===== config.mk =====
export PLATFORM = sky130hd
export DESIGN_NAME = mem_access_unit
export DESIGN_NICKNAME = d
export VERILOG_FILES = /design/src/rtl/mem_access_pkg.sv /design/src/rtl/mem_lane_align.sv /design/src/rtl/mem_access_unit.sv
export SDC_FILE = /design/constraint.sdc
export NUM_CORES = 1
export LEC_CHECK = 0
export CAP_MARGIN = 20
export CORE_UTILIZATION = 44
export CTS_CLUSTER_SIZE = 10
export DETAILED_ROUTE_END_ITERATION = 10
export GPL_TIMING_DRIVEN = 0
export PLACE_DENSITY_LB_ADDON = 0.05
export SYNTH_ARGS = -nofsm -noshare
export SYNTH_HDL_FRONTEND = slang
export SYNTH_SLANG_ARGS = --single-unit

===== constraint.sdc =====
create_clock -name clk -period 2.45 [get_ports clk]
set_clock_uncertainty 0.05 [all_clocks]
set_input_delay 0.3675 -clock clk [delete_from_list [all_inputs] [get_ports clk]]
set_output_delay 0.3675 -clock clk [all_outputs]
set_load 0.05 [all_outputs]

===== src/rtl/mem_access_pkg.sv =====
// Shared definitions for the MEM-stage load/store engine.
// Holds the width and extension codes, the FSM state encoding, lane geometry
// and the alignment rule that decides whether a request is rejected.
package mem_access_pkg;

   localparam logic [1:0] WIDTH_BYTE = 2'b00;
   localparam logic [1:0] WIDTH_HALF = 2'b01;
   localparam logic [1:0] WIDTH_WORD = 2'b10;
   localparam logic [1:0] WIDTH_BAD  = 2'b11;

   localparam logic SIGN_EXT = 1'b0;
   localparam logic ZERO_EXT = 1'b1;

   localparam int LANES  = 4;
   localparam int LANE_W = 8;

   typedef enum logic [2:0] {
      S_IDLE = 3'd0,
      S_RD   = 3'd1,
      S_CAPT = 3'd2,
      S_WR   = 3'd3,
      S_DONE = 3'd4
   } state_e;

   // True when the access cannot be performed: invalid width code, odd half
   // address, or a word address that is not 4-byte aligned.
   function automatic logic is_misaligned(input logic [1:0] width,
                                          input logic [1:0] addr_lo);
      logic bad;
      case (width)
         WIDTH_BYTE: bad = 1'b0;
         WIDTH_HALF: bad = addr_lo[0];
         WIDTH_WORD: bad = |addr_lo;
         default:    bad = 1'b1;
      endcase
      return bad;
   endfunction

endpackage


===== src/rtl/mem_lane_align.sv =====
// Combinational byte-lane steering for the load/store engine.
// Ports:
//   word        : word read from data memory
//   addr_lo     : byte offset within the word
//   width       : access width code
//   sign_flag   : 0 sign-extend, 1 zero-extend (sub-word loads)
//   store_data  : store data, low bits used for sub-word stores
//   load_data   : selected lane, extended to 32 bits
//   merged      : old word with the addressed lane(s) replaced by store_data
module mem_lane_align
   import mem_access_pkg::*;
(
   input  logic [31:0] word,
   input  logic [1:0]  addr_lo,
   input  logic [1:0]  width,
   input  logic        sign_flag,
   input  logic [31:0] store_data,
   output logic [31:0] load_data,
   output logic [31:0] merged
);

   logic [LANE_W-1:0] byte_sel;
   logic [15:0]       half_sel;
   logic [4:0]        byte_lsb;

   assign byte_lsb = {addr_lo, 3'b000};
   assign byte_sel = word[byte_lsb +: LANE_W];
   assign half_sel = addr_lo[1] ? word[31:16] : word[15:0];

   always_comb begin
      load_data = word;
      merged    = word;
      case (width)
         WIDTH_BYTE: begin
            load_data = (sign_flag == ZERO_EXT) ? {24'h0, byte_sel}
                                                : {{24{byte_sel[7]}}, byte_sel};
            merged[byte_lsb +: LANE_W] = store_data[7:0];
         end
         WIDTH_HALF: begin
            load_data = (sign_flag == ZERO_EXT) ? {16'h0, half_sel}
                                                : {{16{half_sel[15]}}, half_sel};
            if (addr_lo[1]) merged[31:16] = store_data[15:0];
            else            merged[15:0]  = store_data[15:0];
         end
         default: begin
            load_data = word;
            merged    = store_data;
         end
      endcase
   end

endmodule


===== src/rtl/mem_access_unit.sv =====
// MEM-stage load/store engine against a word-wide synchronous-read memory.
// Sub-word stores are done as read-modify-write.
//
//   state | meaning
//   IDLE  | ready for a request (o_ready=1)
//   RD    | word address driven, memory read in flight
//   CAPT  | read word available: register load result or merged store word
//   WR    | one-cycle memory write
//   DONE  | completion pulse, o_misaligned valid
//
// Ports:
//   clk, i_reset (async, active-low)
//   i_valid/o_ready handshake, i_memRead, i_memWrite, i_width, i_sign_flag,
//   i_addr (byte address), i_wdata
//   o_rdata (last load result), o_done, o_misaligned
//   o_mem_addr, o_mem_we, o_mem_wdata, i_mem_rdata (memory side)
module mem_access_unit
   import mem_access_pkg::*;
#(
   parameter int NB_DATA    = 32,
   parameter int NB_ADDR    = 32,
   parameter int MEM_ADDR_W = 8
) (
   input  logic                  clk,
   input  logic                  i_reset,
   input  logic                  i_valid,
   output logic                  o_ready,
   input  logic                  i_memRead,
   input  logic                  i_memWrite,
   input  logic [1:0]            i_width,
   input  logic                  i_sign_flag,
   input  logic [NB_ADDR-1:0]    i_addr,
   input  logic [NB_DATA-1:0]    i_wdata,
   output logic [NB_DATA-1:0]    o_rdata,
   output logic                  o_done,
   output logic                  o_misaligned,
   output logic [MEM_ADDR_W-1:0] o_mem_addr,
   output logic                  o_mem_we,
   output logic [NB_DATA-1:0]    o_mem_wdata,
   input  logic [NB_DATA-1:0]    i_mem_rdata
);

   state_e state_q, state_d;

   logic [MEM_ADDR_W+1:0] addr_q;
   logic [1:0]            width_q;
   logic                  sign_q;
   logic                  is_load_q;
   logic                  err_q;
   logic [NB_DATA-1:0]    wdata_q;
   logic [NB_DATA-1:0]    rdata_q;

   logic                  accept;
   logic                  req_bad;
   logic [NB_DATA-1:0]    load_data;
   logic [NB_DATA-1:0]    merged;

   // Address bits above the memory range wrap silently.
   logic unused_addr_hi;
   assign unused_addr_hi = ^i_addr[NB_ADDR-1:MEM_ADDR_W+2];

   assign accept  = (state_q == S_IDLE) && i_valid && (i_memRead || i_memWrite);
   assign req_bad = is_misaligned(i_width, i_addr[1:0]);

   mem_lane_align u_align (
      .word       (i_mem_rdata),
      .addr_lo    (addr_q[1:0]),
      .width      (width_q),
      .sign_flag  (sign_q),
      .store_data (wdata_q),
      .load_data  (load_data),
      .merged     (merged)
   );

   always_ff @(posedge clk or negedge i_reset) begin
      if (!i_reset) begin
         state_q   <= S_IDLE;
         addr_q    <= '0;
         width_q   <= WIDTH_BYTE;
         sign_q    <= SIGN_EXT;
         is_load_q <= 1'b0;
         err_q     <= 1'b0;
         wdata_q   <= '0;
         rdata_q   <= '0;
      end else begin
         state_q <= state_d;
         if (accept) begin
            addr_q    <= i_addr[MEM_ADDR_W+1:0];
            width_q   <= i_width;
            sign_q    <= i_sign_flag;
            is_load_q <= i_memRead;   // read wins when both are set
            err_q     <= req_bad;
            wdata_q   <= i_wdata;
         end
         // wdata_q doubles as the memory write word: full store data for a
         // word store, replaced by the merged word for a sub-word store.
         if (state_q == S_CAPT) begin
            if (is_load_q) rdata_q <= load_data;
            else           wdata_q <= merged;
         end
      end
   end

   always_comb begin
      state_d      = state_q;
      o_ready      = 1'b0;
      o_done       = 1'b0;
      o_misaligned = 1'b0;
      o_mem_we     = 1'b0;
      case (state_q)
         S_IDLE: begin
            o_ready = 1'b1;
            if (accept) begin
               if (req_bad)                  state_d = S_DONE;
               else if (i_memRead)           state_d = S_RD;
               else if (i_width == WIDTH_WORD) state_d = S_WR;
               else                          state_d = S_RD;
            end
         end
         S_RD:   state_d = S_CAPT;
         S_CAPT: state_d = is_load_q ? S_DONE : S_WR;
         S_WR: begin
            o_mem_we = 1'b1;
            state_d  = S_DONE;
         end
         S_DONE: begin
            o_done       = 1'b1;
            o_misaligned = err_q;
            state_d      = S_IDLE;
         end
         default: state_d = S_IDLE;
      endcase
   end

   assign o_mem_addr  = addr_q[MEM_ADDR_W+1:2];
   assign o_mem_wdata = wdata_q;
   assign o_rdata     = rdata_q;

endmodule

==> results of run 1 <==
## cells in the mapped netlist (all sizes together) (2+ instances only)
cell | n | area share, %
a221o | 9 | 2.0
o21ai | 17 | 2.0
o221ai | 8 | 1.6
o221a | 2 | 0.50
ha | 5 | 1.4
mux2i | 7 | 1.6
clkbuf | 22 | 1.9
nand2 | 87 | 7.3
a22oi | 6 | 1.0
o211ai | 7 | 1.2
buf | 24 | 3.2
mux4 | 8 | 4.0
a221oi | 23 | 4.5
nor4bb | 2 | 0.45
and3 | 3 | 0.42
a21oi | 29 | 3.3
inv | 15 | 1.3
nor2 | 44 | 3.9
nand3 | 8 | 0.89
nor4b | 2 | 0.73
nor3 | 3 | 0.34
dfrtp | 82 | 46
a21o | 3 | 0.50
and3b | 2 | 0.39
a211oi | 8 | 1.3
nor2b | 4 | 0.56
a32oi | 17 | 3.3
o22ai | 7 | 0.98
## per-stage QoR
| step | power (mW) | std cells | hold WS (ns) | worst slack (ns) |
|---|---|---|---|---|
| finish | 9.95 | 778 | 0.422 | 0.0747 |
| global route | 10.5 | 778 | 0.451 | -0.00709 |
| CTS | 9.93 | 778 | 0.434 | 0.0226 |
| detailed placement | 8.71 | 761 | 0.286 | -0.0938 |
| global placement | 8.58 | 760 | 0.408 | -2.06 |
| floorplan | 6.63 | 470 | 0.0219 | 0.262 |
## sequential cells by signal, summed over array words and instances (netlist names)
| register | cells |
|---|---|
| addr_q | 10 |
| err_q | 1 |
| is_load_q | 1 |
| o_mem_wdata | 32 |
| o_rdata | 32 |
| sign_q | 1 |
| state_q | 3 |
| width_q | 2 |
## power by group through the flow
stage	Clock (mW)	Sequential, mW	Combinational [mW]
5_1_grt	1.29	2.58	6.62
4_1_cts	1.22	2.49	6.21
2_1_floorplan	0	4.22	2.41
3_5_place_dp	0	2.52	6.19
3_3_place_gp	0	2.49	6.09
6_report	1.22	2.51	6.23
## worst max-delay path, stage by stage, from the launching register on
cell and delay (ns):
dfrtp_2 0.45, buf_4 0.19, inv_1 0.19, ha_1 0.30, nor4bb_1 0.37, buf_4 0.23, a221oi_1 0.09, a211oi_1 0.30
a221o_1 0.16
## metal layers
metal  wire length (µm)  GRT usage [%]  vias to the layer above  part of all wire (%)
li1                   -              -                     2081                     -
met1               6170           40.0                     2264                    40
met2               7260           47.6                      264                    48
met3               1450           6.51                       29                   9.5
met4                390           11.3                        0                   2.6
met5                  0              0                        -                     0
## how the worst max path moves through the flow
stage / to / slack, ns
final: o_mem_wdata[26] / 0.07
after global placement: addr_q[9] / -2.06
after CTS: o_mem_wdata[31] / 0.02
after floorplan: o_misaligned / 0.26
after detailed placement: o_mem_wdata[28] / -0.09
after global routing: o_mem_wdata[24] / -0.007
## logic make-up after synthesis
logic type | Yosys count
AND/OR/NAND/NOR | 161
AO/OA/AOI/OAI | 145
flip-flops | 82
buffers and inverters | 61
multiplexers | 16
adder cells (fa/ha/maj) | 5
## what timing repair did
item                       4_1_cts  5_1_grt
setup endpoints to repair        9       18
pin swaps                        0        0
resized for setup                2        8
hold endpoints to repair        30        0
hold buffers                     1        0
## layout make-up
type / instances / area (µm²) / share of cell area, %
flip-flops and latches: 82 / 2050 / 31.6
inverters: 15 / 56.3 / 0.865
clock buffers: 10 / 128 / 1.96
plain buffers: 46 / 233 / 3.58
well taps: 133 / 166 / 2.56
multi-input cells: 327 / 2140 / 33.0
repair buffers: 159 / 1610 / 24.8
clock inverters: 6 / 113 / 1.73
==> out/metrics.cfg, run 1 <==
[logic_synthesis]
synth.distinct_cells=50
synthAdderAreaFrac_pct=1.40
synth_flop_cell=dfrtp_1
syn_area_um2=4470
yosysSeqAreaShare_pct=45.9
yosys.area_share.simple_pct=16.1
async_reset_ff_share_pct=100
synth_compound_area_share_pct=24.5
ys_ff_latch=82
synth.area.mux_share_pct=5.84
yosys.area_share.xor_xnor_pct=0
synth_nets=579
synth.avg_cell_area_um2=9.52
synth_edf_count=0
synth_top_family_by_area=compound AO/OA/AOI/OAI gates
synthCells=470
ys_warn_count=0

[finish]
diodes=0
finalNetCount=749
final_core_util_pct=66.3
mostFrequentLayoutCells=152 x clkdlybuf4s50_1, 87 x nand2_1, 81 x dfrtp_1, 43 x nor2_1, 28 x a21oi_1
final_layout_size_suffix_gt1_share_pct=9.77
syn_to_final_growth_pct=45.4
final_area_um2=6510
layout_commonest_cell=clkdlybuf4s50_1
fillCellCount=850

[critical_path]
cp-end-kind=flop
r2r-end=o_mem_wdata[26]
r2r_cells=8
crit_arrival_ns=2.64
reg2reg_from=addr_q[0]
required_ns=2.71
crit_start=addr_q[0]
critPathMaxFanout=10
crit_type=reg -> reg
reg2reg_slack_ns=0.07
crit_path_start_kind=flop

[sta]
max_slew_margin_pct=44.6
final_max_slew_viol_count=0
hold_viol=0
fmax_mhz=421
period_minus_slack_ns=2.38
tightest_slew_ns=0.827
post-route-period-util_pct=96.9
setup_tns_ns=0
setup_viol=0

[die]
dieArea_um2=10600
core-area_um2=9820
die_h_um=103
fp.dieW_um=103
start_util_pct=45.6
io_pins=180
row_count=36

[route]
vias_per_cell=5.96
drtIter0Drc=284
routed-via-count=4638
wl_per_cell_um=19.6
wl_um=15300
drtPass1Iterations=5
ant_nets=0
drc=0

[place]
place.gp.congestion=0.883
port_buffers=157
placed_cell_area_um2=6240
hpwlAfterDp_um=11600

[pwr]
powerDensity_nw_per_um2=1530
clockPowerShare_pct=12.2
p_leak_nw=2.79
swShare_pct=51.0
p_int_mw=4.88
p_sw_mw=5.07
ir_drop_uv=859
combPwrFrac_pct=62.6
power_frac_seq_pct=25.2

[clock_network]
clock-root-buffer=clkbuf_8
worstSkewPairLatency_ns=0.37
cts_htree_levels=3
cts_tree=done
clock_path_buffers=2
numCtsBuffers=9
cts_sinks=82
clk_pin_slew_worst_paths_ns=0.10
postCtsSetupRepairBufs=0

[global_route]
grt_max_degree=53
grt_pass1_wl_um=23600
antenna_found_initial=0
grt_overflow=0
first_global_vias=4510
groute.usage.overall_pct=29.8

[hold_path]
min_path_type=in -> async

[run]
max_cap_violations=0

[outcome]
status=finished, final reports clean

Note: power is estimated with default switching activity, not from simulation.
==> inputs of run 2 (changes only) <==
--- a/config.mk
+++ b/config.mk
@@ -5,8 +5,10 @@
 export SDC_FILE = /design/constraint.sdc
 export NUM_CORES = 1
 export LEC_CHECK = 0
+export ABC_CLOCK_PERIOD_IN_PS = 2450
 export CAP_MARGIN = 20
-export CORE_UTILIZATION = 44
+export CORE_ASPECT_RATIO = 1.75
+export CORE_UTILIZATION = 30
 export CTS_CLUSTER_SIZE = 10
 export DETAILED_ROUTE_END_ITERATION = 10
 export GPL_TIMING_DRIVEN = 0
==> run 2 against run 1 <==
Against the previous run:
- cell count rose by 6.2%
- routed wire length rose by 17%
- global-route usage fell by 6.3 points
- count of clock-buffer cells in the layout fell by 1
- register-to-register slack improved by 0.13 ns
- critical endpoint is now o_mem_we
==> out/metrics.cfg, run 2 (synthesized netlist as in run 1, its figures left out) <==
[finish]
diodes=0  ; unchanged
mostFrequentLayoutCells=153 x clkdlybuf4s50_1, 87 x nand2_1, 82 x dfrtp_1, 43 x nor2_1, 28 x a21oi_1
syn_to_final_growth_pct=49.6
layout_commonest_cell=clkdlybuf4s50_1
final_area_um2=6690  ; +2.9%
final_core_util_pct=46.3  ; -20 points
final_layout_size_suffix_gt1_share_pct=11.1  ; +1.4 points
finalNetCount=750  ; +0.13%
fillCellCount=1422  ; +67%
fin_cells=826  ; +6.2%

[global_route]
groute.usage.overall_pct=23.6  ; -6.3 points
grt_max_degree=46  ; -13%
antenna_found_initial=0  ; unchanged
first_global_vias=4609  ; +2.2%
grt_pass1_wl_um=26800  ; +13%
grt_overflow=0  ; unchanged

[place]
hpwlAfterDp_um=14000  ; +21%
port_buffers=157  ; unchanged
placed_cell_area_um2=6300  ; +0.94%
dp_slack_ns=-0.310  ; -0.216 ns
dp_cells=808  ; +6.2%
place.gp.congestion=0.904  ; +2.5%

[clock_network]
clock_path_buffers=2  ; unchanged
worstSkewPairLatency_ns=0.33  ; -0.04 ns
cts_sinks=82  ; unchanged
numCtsBuffers=9  ; unchanged
clock-root-buffer=clkbuf_16
clk_pin_slew_worst_paths_ns=0.06  ; -0.04 ns
cts_htree_levels=3  ; unchanged
cts_tree=done

[critical_path]
cp-end-kind=output port
critPathMaxFanout=10  ; unchanged
crit_type=reg -> out
crit_path_start_kind=flop
crit_arrival_ns=1.89  ; -0.75 ns
required_ns=2.03  ; -0.68 ns

[die]
io_pins=180  ; unchanged
fp.dieW_um=94.3  ; -8.3%
die_h_um=164  ; +59%
dieArea_um2=15400  ; +46%
core-area_um2=14400  ; +47%
start_util_pct=31.0  ; -15 points
row_count=58  ; +61%

[route]
wl_per_cell_um=21.6  ; +9.8%
vias_per_cell=5.44  ; -8.8%
drtPass1Iterations=4  ; -1
wl_um=17800  ; +17%
drc=0  ; unchanged
drtIter0Drc=190  ; -33%
routed-via-count=4493  ; -3.1%
ant_nets=0  ; unchanged

[sta]
holdWs_ns=0.431  ; +0.00854 ns
setup_viol=0  ; unchanged
max_slew_margin_pct=50.1  ; +5.4 points
tightest_slew_ns=0.746  ; -0.0814 ns
final_max_slew_viol_count=0  ; unchanged
rsz0062_at_grt=false
fmax_mhz=433  ; +2.9%
period_minus_slack_ns=2.31  ; -0.0672 ns
post-route-period-util_pct=94.2  ; -2.7 points
setup_slack_ns=0.142  ; +0.0672 ns
hold_viol=0  ; unchanged
setup_tns_ns=0  ; unchanged

[pwr]
powerDensity_nw_per_um2=1540  ; +0.90%
p_total_mw=10.3  ; +3.8%
ir_drop_uv=638  ; -26%
p_leak_nw=2.82  ; +1.0%

[hold_path]
min_path_type=reg -> reg

[outcome]
status=finished, final reports clean

[run]
max_cap_violations=0  ; unchanged

==> run 2: power by group <==
part / switching [mW] / total, mW / internal, mW / leakage [nW]
Sequential: 0.544 / 2.56 / 2.01 / 0.984
Combinational: 4.08 / 6.29 / 2.20 / 1.68
Clock: 0.585 / 1.49 / 0.902 / 0.157
==> run 2: area by class of cell <==
class	instances	area [µm²]	share of cell area, %
clock buffers	9	225	3.37
well taps	180	225	3.37
multi-input cells	327	2180	32.6
inverters	15	56.3	0.841
plain buffers	46	233	3.48
clock inverters	7	98.8	1.48
repair buffers	160	1620	24.2
flip-flops and latches	82	2050	30.7
==> run 2: final timing paths <==
check	slack, ns	from	cells past startpoint	endpoint
worst max-delay path	0.14	state_q[0]	4	o_mem_we
worst min-delay path	0.43	err_q	2	err_q
worst max register to register	0.20	width_q[0]	7	o_mem_wdata[31]
worst min register to register	0.43	err_q	2	err_q
max in group asynchronous	1.22	i_reset	3	o_mem_wdata[6]
min in group asynchronous	0.50	i_reset	2	o_rdata[14]
==> run 2: worst max-delay path: stages (launching register included) <==
cell and delay (ns):
dfrtp_1 0.35, buf_2 0.24, nand2_1 0.07, nor2_1 0.09
clkdlybuf4s50_1 0.81
==> run 2: routing by layer <==
| layer | vias to the layer above | global-route usage [%] | wire, µm |
|---|---|---|---|
| met5 | - | 0 | 0 |
| met4 | 0 | 10.1 | 716 |
| met3 | 31 | 2.84 | 1000 |
| met2 | 196 | 43.6 | 9690 |
| met1 | 2198 | 26.5 | 6400 |
| li1 | 2068 | - | - |
==> run 2: what timing repair did <==
item / CTS / global route
endpoints found under the hold margin: 37 / 0
hold buffers: 1 / 0
gates resized for setup: 6 / 10
setup endpoints to repair: 9 / 14
pin swaps: 1 / 3
setup buffers: 0 / 1
